===== config.mk =====
export PLATFORM = sky130hd
export DESIGN_NAME = mem_bus_arbiter
export DESIGN_NICKNAME = d
export VERILOG_FILES = /design/src/rtl/mem_bus_pkg.sv /design/src/rtl/rr_arb2.sv /design/src/rtl/mem_bus_arbiter.sv
export SDC_FILE = /design/constraint.sdc
export NUM_CORES = 1
export LEC_CHECK = 0
export CAP_MARGIN = 0
export CELL_PAD_IN_SITES_DETAIL_PLACEMENT = 1
export CELL_PAD_IN_SITES_GLOBAL_PLACEMENT = 2
export CORE_UTILIZATION = 17
export DETAILED_ROUTE_END_ITERATION = 8
export PLACE_DENSITY_LB_ADDON = 0.1
export REMOVE_ABC_BUFFERS = 1
export SYNTH_ARGS = -nofsm -noshare
export SYNTH_HDL_FRONTEND = slang
export SYNTH_SLANG_ARGS = --single-unit

===== constraint.sdc =====
create_clock -name CLK -period 1.5 [get_ports CLK]
set_input_delay 0.3 -clock CLK [delete_from_list [all_inputs] [get_ports CLK]]
set_output_delay 0.3 -clock CLK [all_outputs]
set_load 0.01 [all_outputs]

===== src/rtl/mem_bus_pkg.sv =====
// ============================================================================
// Module   : mem_bus_pkg
// Brief    : Shared types and constants for the two-requester line bus.
// Revision : 1.0 - initial release
// ============================================================================
`default_nettype none

package mem_bus_pkg;

  localparam int ADDR_W     = 14;
  localparam int DATA_W     = 16;
  localparam int LINE_BEATS = 8;

  typedef enum logic [1:0] {
    CMD_NOP        = 2'd0,
    CMD_RESP       = 2'd1,
    CMD_READ_LINE  = 2'd2,
    CMD_WRITE_LINE = 2'd3
  } bus_cmd_e;

  typedef enum logic [2:0] {
    IDLE      = 3'd0,
    CMD       = 3'd1,
    WR_BEATS  = 3'd2,
    WAIT_RESP = 3'd3,
    RD_BEATS  = 3'd4,
    RELEASE   = 3'd5
  } arb_state_e;

endpackage

`default_nettype wire


===== src/rtl/rr_arb2.sv =====
// ============================================================================
// Module   : rr_arb2
// Brief    : Two-requester round-robin picker; pointer selects the tie winner.
// Revision : 1.0 - initial release
// ============================================================================
`default_nettype none

module rr_arb2 (
  input  logic [1:0] req,
  input  logic       ptr,
  output logic [1:0] gnt
);
  import mem_bus_pkg::*;

  always_comb begin
    gnt = req;
    if (req == 2'b11) begin
      gnt = ptr ? 2'b10 : 2'b01;
    end
  end

endmodule

`default_nettype wire


===== src/rtl/mem_bus_arbiter.sv =====
// ============================================================================
// Module   : mem_bus_arbiter
// Brief    : Round-robin owner of the memory line bus for two cache requesters;
//            sequences command, write beats, response and read beats.
// Revision : 1.0 - initial release
// ============================================================================
`default_nettype none

module mem_bus_arbiter #(
  parameter int ADDR_W     = 14,
  parameter int DATA_W     = 16,
  parameter int LINE_BEATS = 8,
  parameter int TIMEOUT    = 255
) (
  input  logic              CLK,
  input  logic              RESET,
  input  logic [1:0]        M0_C,
  input  logic [ADDR_W-1:0] M0_A,
  input  logic [DATA_W-1:0] M0_D,
  output logic              M0_GNT,
  output logic [1:0]        M0_RC,
  output logic [DATA_W-1:0] M0_RD,
  input  logic [1:0]        M1_C,
  input  logic [ADDR_W-1:0] M1_A,
  input  logic [DATA_W-1:0] M1_D,
  output logic              M1_GNT,
  output logic [1:0]        M1_RC,
  output logic [DATA_W-1:0] M1_RD,
  output logic [1:0]        MEM_C,
  output logic [ADDR_W-1:0] MEM_A,
  output logic [DATA_W-1:0] MEM_D,
  input  logic [1:0]        MEM_RC,
  input  logic [DATA_W-1:0] MEM_RD,
  output logic              ERR
);
  import mem_bus_pkg::*;

  localparam int c_BEAT_W = $clog2(LINE_BEATS);
  localparam int c_TMO_W  = $clog2(TIMEOUT + 1);

  arb_state_e          r_state;
  arb_state_e          w_next;
  logic                r_owner;
  logic                r_ptr;
  bus_cmd_e            r_cmd;
  logic [ADDR_W-1:0]   r_addr;
  logic [c_BEAT_W-1:0] r_beat;
  logic [c_TMO_W-1:0]  r_tmo;

  logic [1:0]          w_req;
  logic [1:0]          w_gnt;
  logic                w_busy;
  logic                w_resp;
  logic                w_is_read;
  logic                w_last;
  logic                w_tmo_hit;
  logic [DATA_W-1:0]   w_wdata;
  logic [1:0]          w_rsp_rc;
  logic [DATA_W-1:0]   w_rsp_rd;

  // READ_LINE and WRITE_LINE both have bit 1 set; NOP and reserved do not.
  assign w_req     = {M1_C[1], M0_C[1]};
  assign w_resp    = (MEM_RC == CMD_RESP);
  assign w_is_read = (r_cmd == CMD_READ_LINE);
  assign w_last    = (r_beat == c_BEAT_W'(LINE_BEATS - 1));
  assign w_tmo_hit = (r_tmo == c_TMO_W'(TIMEOUT - 1));
  assign w_wdata   = r_owner ? M1_D : M0_D;

  rr_arb2 u_rr_arb2 (
    .req (w_req),
    .ptr (r_ptr),
    .gnt (w_gnt)
  );

  always_ff @(posedge CLK or posedge RESET) begin
    if (RESET) begin
      r_state <= IDLE;
    end else begin
      r_state <= w_next;
    end
  end

  always_comb begin
    w_next   = r_state;
    w_busy   = 1'b0;
    MEM_C    = 2'b00;
    MEM_A    = '0;
    MEM_D    = '0;
    ERR      = 1'b0;
    w_rsp_rc = 2'b00;
    w_rsp_rd = '0;
    case (r_state)
      IDLE: begin
        if (|w_req) begin
          w_next = CMD;
        end
      end
      CMD: begin
        w_busy = 1'b1;
        MEM_C  = r_cmd;
        MEM_A  = r_addr;
        if (r_cmd == CMD_WRITE_LINE) begin
          MEM_D  = w_wdata;
          w_next = WR_BEATS;
        end else begin
          w_next = WAIT_RESP;
        end
      end
      WR_BEATS: begin
        w_busy = 1'b1;
        MEM_D  = w_wdata;
        if (w_last) begin
          w_next = WAIT_RESP;
        end
      end
      WAIT_RESP: begin
        w_busy = 1'b1;
        // A response landing on the timeout cycle takes priority over the abort.
        if (w_resp) begin
          w_rsp_rc = CMD_RESP;
          if (w_is_read) begin
            w_rsp_rd = MEM_RD;
            w_next   = RD_BEATS;
          end else begin
            w_next   = RELEASE;
          end
        end else if (w_tmo_hit) begin
          ERR    = 1'b1;
          w_next = RELEASE;
        end
      end
      RD_BEATS: begin
        w_busy   = 1'b1;
        w_rsp_rc = MEM_RC;
        w_rsp_rd = MEM_RD;
        if (w_last) begin
          w_next = RELEASE;
        end
      end
      RELEASE: begin
        w_next = IDLE;
      end
      default: begin
        w_next = IDLE;
      end
    endcase
  end

  always_ff @(posedge CLK or posedge RESET) begin
    if (RESET) begin
      r_owner <= 1'b0;
      r_ptr   <= 1'b0;
      r_cmd   <= CMD_NOP;
      r_addr  <= '0;
      r_beat  <= '0;
      r_tmo   <= '0;
    end else begin
      case (r_state)
        IDLE: begin
          if (|w_req) begin
            r_owner <= w_gnt[1];
            r_cmd   <= bus_cmd_e'(w_gnt[1] ? M1_C : M0_C);
            r_addr  <= w_gnt[0] ? M0_A : M1_A;
          end
        end
        RELEASE: r_ptr <= ~r_owner;
        default: ;
      endcase

      // Beat 0 happens in CMD (write) or on the first response (read).
      if ((r_state == CMD) || ((r_state == WAIT_RESP) && w_resp && w_is_read)) begin
        r_beat <= c_BEAT_W'(1);
      end else if ((r_state == WR_BEATS) || (r_state == RD_BEATS)) begin
        r_beat <= r_beat + 1'b1;
      end else begin
        r_beat <= '0;
      end

      r_tmo <= (r_state == WAIT_RESP) ? r_tmo + 1'b1 : '0;
    end
  end

  assign M0_GNT = w_busy & ~r_owner;
  assign M1_GNT = w_busy &  r_owner;
  assign M0_RC  = r_owner ? 2'b00 : w_rsp_rc;
  assign M1_RC  = r_owner ? w_rsp_rc : 2'b00;
  assign M0_RD  = r_owner ? '0 : w_rsp_rd;
  assign M1_RD  = r_owner ? w_rsp_rd : '0;

endmodule

`default_nettype wire


Word level (Yosys, flattened, before mapping)
Index checks and enable logic that the tools add are counted.
{ "word_totals": {"wordCells": 69, "out_inout_bits": 71, "register_bits": 32, "input_bits": 84} }
{ "op_classes": {"mux": 33, "n_addsub": 2, "n_reduce_logical": 9, "n_bitwise": 3, "n_eq_ne": 15} }
{ "op_table": {"columns": ["cell", "count"], "rows": [
  ["two-way mux 16 bit", 6],
  ["one-hot mux 16 bit (2 select lines)", 2],
  ["two-way mux 14 bit", 2],
  ["two-way mux 3 bit", 7],
  ["one-hot mux 3 bit (5 select lines)", 1],
  ["two-way mux 2 bit", 6],
  ["equality test 3 bit (second input constant)", 3],
  ["adder 8 x 1 -> 8 bit (second input constant)", 1],
  ["equality test 8 bit (second input constant)", 1],
  ["two-way mux 8 bit", 1],
  ["two-way mux 1 bit", 7],
  ["equality test 2 bit (second input constant)", 3],
  ["equality test 3 x 2 -> 1 bit (second input constant)", 2],
  ["!= test 2 bit (second input constant)", 3],
  ["one-hot mux 2 bit (2 select lines)", 1],
  ["AND reduction 4 bit", 1],
  ["OR reduction 4 bit", 1],
  ["adder 3 x 1 -> 3 bit (second input constant)", 1],
  ["equality test 3 x 1 -> 1 bit (second input constant)", 1],
  ["zero test 3 bit", 1],
  ["!= test 3 bit (second input constant)", 1],
  ["bitwise AND 1 bit", 2],
  ["equality test 2 x 1 -> 1 bit (second input constant)", 1],
  ["logical AND 1 bit", 2],
  ["4 further kinds", 5]
]} }

Logic depth before layout (Yosys ltp)
{ "depth": {"word_depth": 5, "ltp_mapped": 6, "depth_no_buf": 5} }

Hierarchy
From an unflattened synthesis, not the netlist that was laid out.
{ "unflattened": {"hier_cells": 248, "area_unflattened_um2": 2403.6} }
{ "modules_own_cells": {"columns": ["mod", "cells_each", "n_inst", "area_per_inst_um2", "seq_area_each_um2"], "rows": [
  ["mem_bus_arbiter", 245, 1, 2384.8, 800.8],
  ["rr_arb2", 3, 1, 18.8, 0.0]
]} }

Worst setup path after synthesis
OpenSTA, ideal clock, no wires.
{ "synth_path": {"path_type": "reg2out", "start": "reg r_state[1]", "end": "out MEM_D[0]", "path_buffers": 2, "arrival_ns": 1.348, "setup_slack_ns": -0.148, "stages_incl_launch_ff": 6, "t_required_ns": 1.200, "cell_sequence": "dfrtp_1 > buf_2 > nand4b_1 > a21o_1 > buf_2 > nor2_1"} }
{ "synth_via": {"elab_chain_cells": 2, "elab_cells_between_ends": 3, "classes_between": "eq/ne: 2; mux: 1"} }
{ "synth_lines": {"columns": ["element", "line_no", "source"], "rows": [
  ["from (decl)", "mem_bus_arbiter.sv:41", "arb_state_e r_state;"],
  ["from (signal assigned)", "mem_bus_arbiter.sv:79", "r_state <= w_next;"],
  ["equality test 3 x 2 -> 1 bit / equality test 3 x 1 -> 1 bit (equally long branches)", "mem_bus_arbiter.sv:92", "case (r_state)"],
  ["one-hot mux 16 bit (2 select lines) *", "mem_bus_arbiter.sv:92", null],
  ["to (decl)", "mem_bus_arbiter.sv:31", "output logic [DATA_W-1:0] MEM_D,"]
]} }
Every way passes the cells marked *; elsewhere a longest branch is shown, timed or not.

Worst setup path after layout
{ "layout_path": {"start": "reg r_state[1]", "end": "out M0_RD[11]"} }
{ "layout_via": {"elab_chain_cells": 3, "elab_cells_between_ends": 4, "classes_between": "eq/ne: 2; mux: 2"} }
{ "layout_lines": {"columns": ["element", "line_no", "source"], "rows": [
  ["equality test 3 bit / equality test 3 x 2 -> 1 bit (equally long branches)", "mem_bus_arbiter.sv:92", null],
  ["one-hot mux 16 bit (2 select lines) *", "mem_bus_arbiter.sv:92", null],
  ["two-way mux 16 bit *", "mem_bus_arbiter.sv:187", "assign M0_RD = r_owner ? '0 : w_rsp_rd;"],
  ["to (decl)", "mem_bus_arbiter.sv:22", "output logic [DATA_W-1:0] M0_RD,"]
]} }
Marked as above.

==> flow_metrics.env <==
export IMPL_place_inst=602
export IMPL_required_ns=1.20
export IMPL_fmax_mhz=500
export IMPL_hold_viol=0
export IMPL_cts_hold_buf=0
export IMPL_synth_top_area_share_pct=34.4
export IMPL_ys_ff_latch=32
export IMPL_dp_hpwl_mm=7.17
export IMPL_slew_violations=0
export IMPL_hold_ws_ns=0.379
export IMPL_hp_class="primary input to async pin"
export IMPL_post_route_period_util_pct=133
export IMPL_synth_cells=246
export IMPL_yosysSeqAreaShare_pct=34.4
export IMPL_clk_pin_slew_ns=0.05
export IMPL_grt_pass1_vias=2919
export IMPL_ir_drop_v=0.000567
export IMPL_h_tree_depth=2
export IMPL_yosys_warnings=0
export IMPL_final_core_util_pct=39.2
export IMPL_drtIter0Drc=54
export IMPL_cap_violations=0
export IMPL_die_area_um2=14200
export IMPL_mostFrequentLayoutCell="clkdlybuf4s50_1"
export IMPL_die_h_um=119
export IMPL_firstDrtPassIters=4
export IMPL_async_reset_ff_share_pct=100
export IMPL_r2r_setup_slack_ns=-0.28
export IMPL_fin_ws_ns=-0.500
export IMPL_antenna_found_initial=0
export IMPL_max_slew_margin_pct=79.3
export IMPL_worst_setup_path_type="flop to primary output"
export IMPL_synth_edf_count=0
export IMPL_layout_common_cells="clkdlybuf4s50_1 (79), buf_2 (44), buf_4 (43), buf_6 (41), dfrtp_1 (29)"
export IMPL_synth_cell_types=42
export IMPL_totalWireLength_mm=10.2
export IMPL_grt_usage_pct=14.1
export IMPL_synth_top_area_cell="dfrtp_1"
export IMPL_detailed_place_area_um2=4420
export IMPL_cts_sink_count=32
export IMPL_start_util_pct=17.5
export IMPL_synth_ff_type="dfrtp_1"
export IMPL_synth_area_top_cells="dfrtp_1 (34%), nor3b_1 (11%), mux2_2 (8.7%)"
export IMPL_via_count=2700
export IMPL_cts_tree="built"
export IMPL_finalSetupViolations=87
export IMPL_insertion_delay_ns=0.28
export IMPL_cts_buffer_depth=2
export IMPL_grt_overflow=0
export IMPL_cts_root_buf="clkbuf_16"
export IMPL_violations="negative setup slack"
export IMPL_stdcell_area_um2=5220
export IMPL_drive_gt1_share_pct=53.6
export IMPL_wl_per_cell_um=15.9
export IMPL_cts_buffers=5
export IMPL_routabilityCongestion=0.726
export IMPL_cp_start_kind="flop"
export IMPL_layout_nets=553
export IMPL_ant_nets=0
export IMPL_critPathArrivalTime_ns=1.70
export IMPL_synth_area_per_cell_um2=9.48
export IMPL_tightest_slew_ns=0.310
export IMPL_p_per_area_nw_per_um2=1450
export IMPL_fin_cells=642
export IMPL_syn_to_final_growth_pct=124
export IMPL_post_place_ws_ns=-0.949
export IMPL_period_minus_slack_ns=2.00
export IMPL_fillers=1503
export IMPL_crit_fanout=8
export IMPL_port_buffers=154
export IMPL_via_per_inst=4.21
export IMPL_fin_worst_skew_ns=0.00648
export IMPL_die_w_um=119
export IMPL_fp_coreArea_um2=13300
export IMPL_worstSetupEndpointType="primary output"
export IMPL_grt_max_degree=36
export IMPL_outcome="complete, but fails checks"
export IMPL_route_detailed_drc=0
export IMPL_fin_setup_tns_ns=-33.51
export IMPL_leakagePower_nw=2.32
export IMPL_grt_pass1_wl_mm=15.5
export IMPL_netlist_area_um2=2330
export IMPL_rsz0062_at_grt="true"
export IMPL_rows=42
export IMPL_ios=155
export IMPL_antennaDiodeCount=0
export IMPL_total_power_mw=7.57
layer usage:
| layer | wire length, um | GRT usage, % |
|---|---|---|
| met3 | 465 | 2.83 |
| met2 | 5760 | 27.5 |
| met5 | 0 | 0 |
| met1 | 3870 | 15.0 |
| met4 | 138 | 4.03 |
kinds of logic (layout without fill, tap and decap cells):
kind of cell,after synthesis,after routing,synth area share [%]
adder cells (fa/ha/maj),4,4,2.15
flip-flops,32,32,34.4
multiplexers,46,46,21.4
buffers and inverters,23,243,4.72
AO/OA/AOI/OAI,23,23,6.33
AND/OR/NAND/NOR,113,113,29.2
XOR/XNOR,5,5,1.88
flip-flops by register name, indices dropped and copies added (netlist names):
register,cells
r_owner,1
r_beat,3
r_addr,14
r_tmo,8
r_state,3
r_cmd,2
r_ptr,1
repair_timing:
item | CTS | global route
buffers inserted | 22 | 8
gates cloned | 4 | 3
pin swaps | 31 | 24
endpoints found under the setup margin | 85 | 89
resized for setup | 347 | 109
final timing paths:
kind	cells after the start	startpoint	to
min in group CLK	1	r_addr[3]	r_addr[3]
worst min-delay path	3	RESET	r_addr[10]
max in group asynchronous	3	RESET	r_cmd[0]
worst max register to register	7	r_state[0]	r_addr[10]
worst max-delay path	5	r_state[1]	M0_RD[11]
worst min register to register	1	r_addr[3]	r_addr[3]
worst max-delay path, cell delays in order, from the launching register on:
cell and delay (ns):
dfrtp_2 0.45, and3b_1 0.25, a21oi_4 0.29, clkbuf_16 0.23
nor3b_1 0.05, buf_2 0.14
cells in the mapped netlist (3+ instances only):
library cell   n
a21oi_1        6
and2_1        20
buf_2         10
clkbuf_1       5
dfrtp_1       32
ha_1           4
inv_1          5
mux2_1        12
mux2_2        18
mux2i_1       16
nand2_1        3
nand3_1        6
nor2_1        32
nor3b_1       33
o21ai_0        6
or3_1          3
xnor2_1        3
layout make-up:
| class | instances | area [um2] | area share (%) |
|---|---|---|---|
| multi-input cells | 191 | 1850 | 35.5 |
| inverters | 6 | 22.5 | 0.432 |
| flip-flops and latches | 32 | 805 | 15.4 |
| clock buffers | 8 | 146 | 2.81 |
| well taps | 176 | 220 | 4.22 |
| repair buffers | 229 | 2170 | 41.6 |
power by group:
group	total, mW	leakage [nW]	switching (mW)	internal, mW
logic	5.14	1.85	2.18	2.95
clock network	1.02	0.0712	0.359	0.661
registers	1.41	0.395	0.222	1.19
Note: power is estimated with default switching activity, not from simulation.
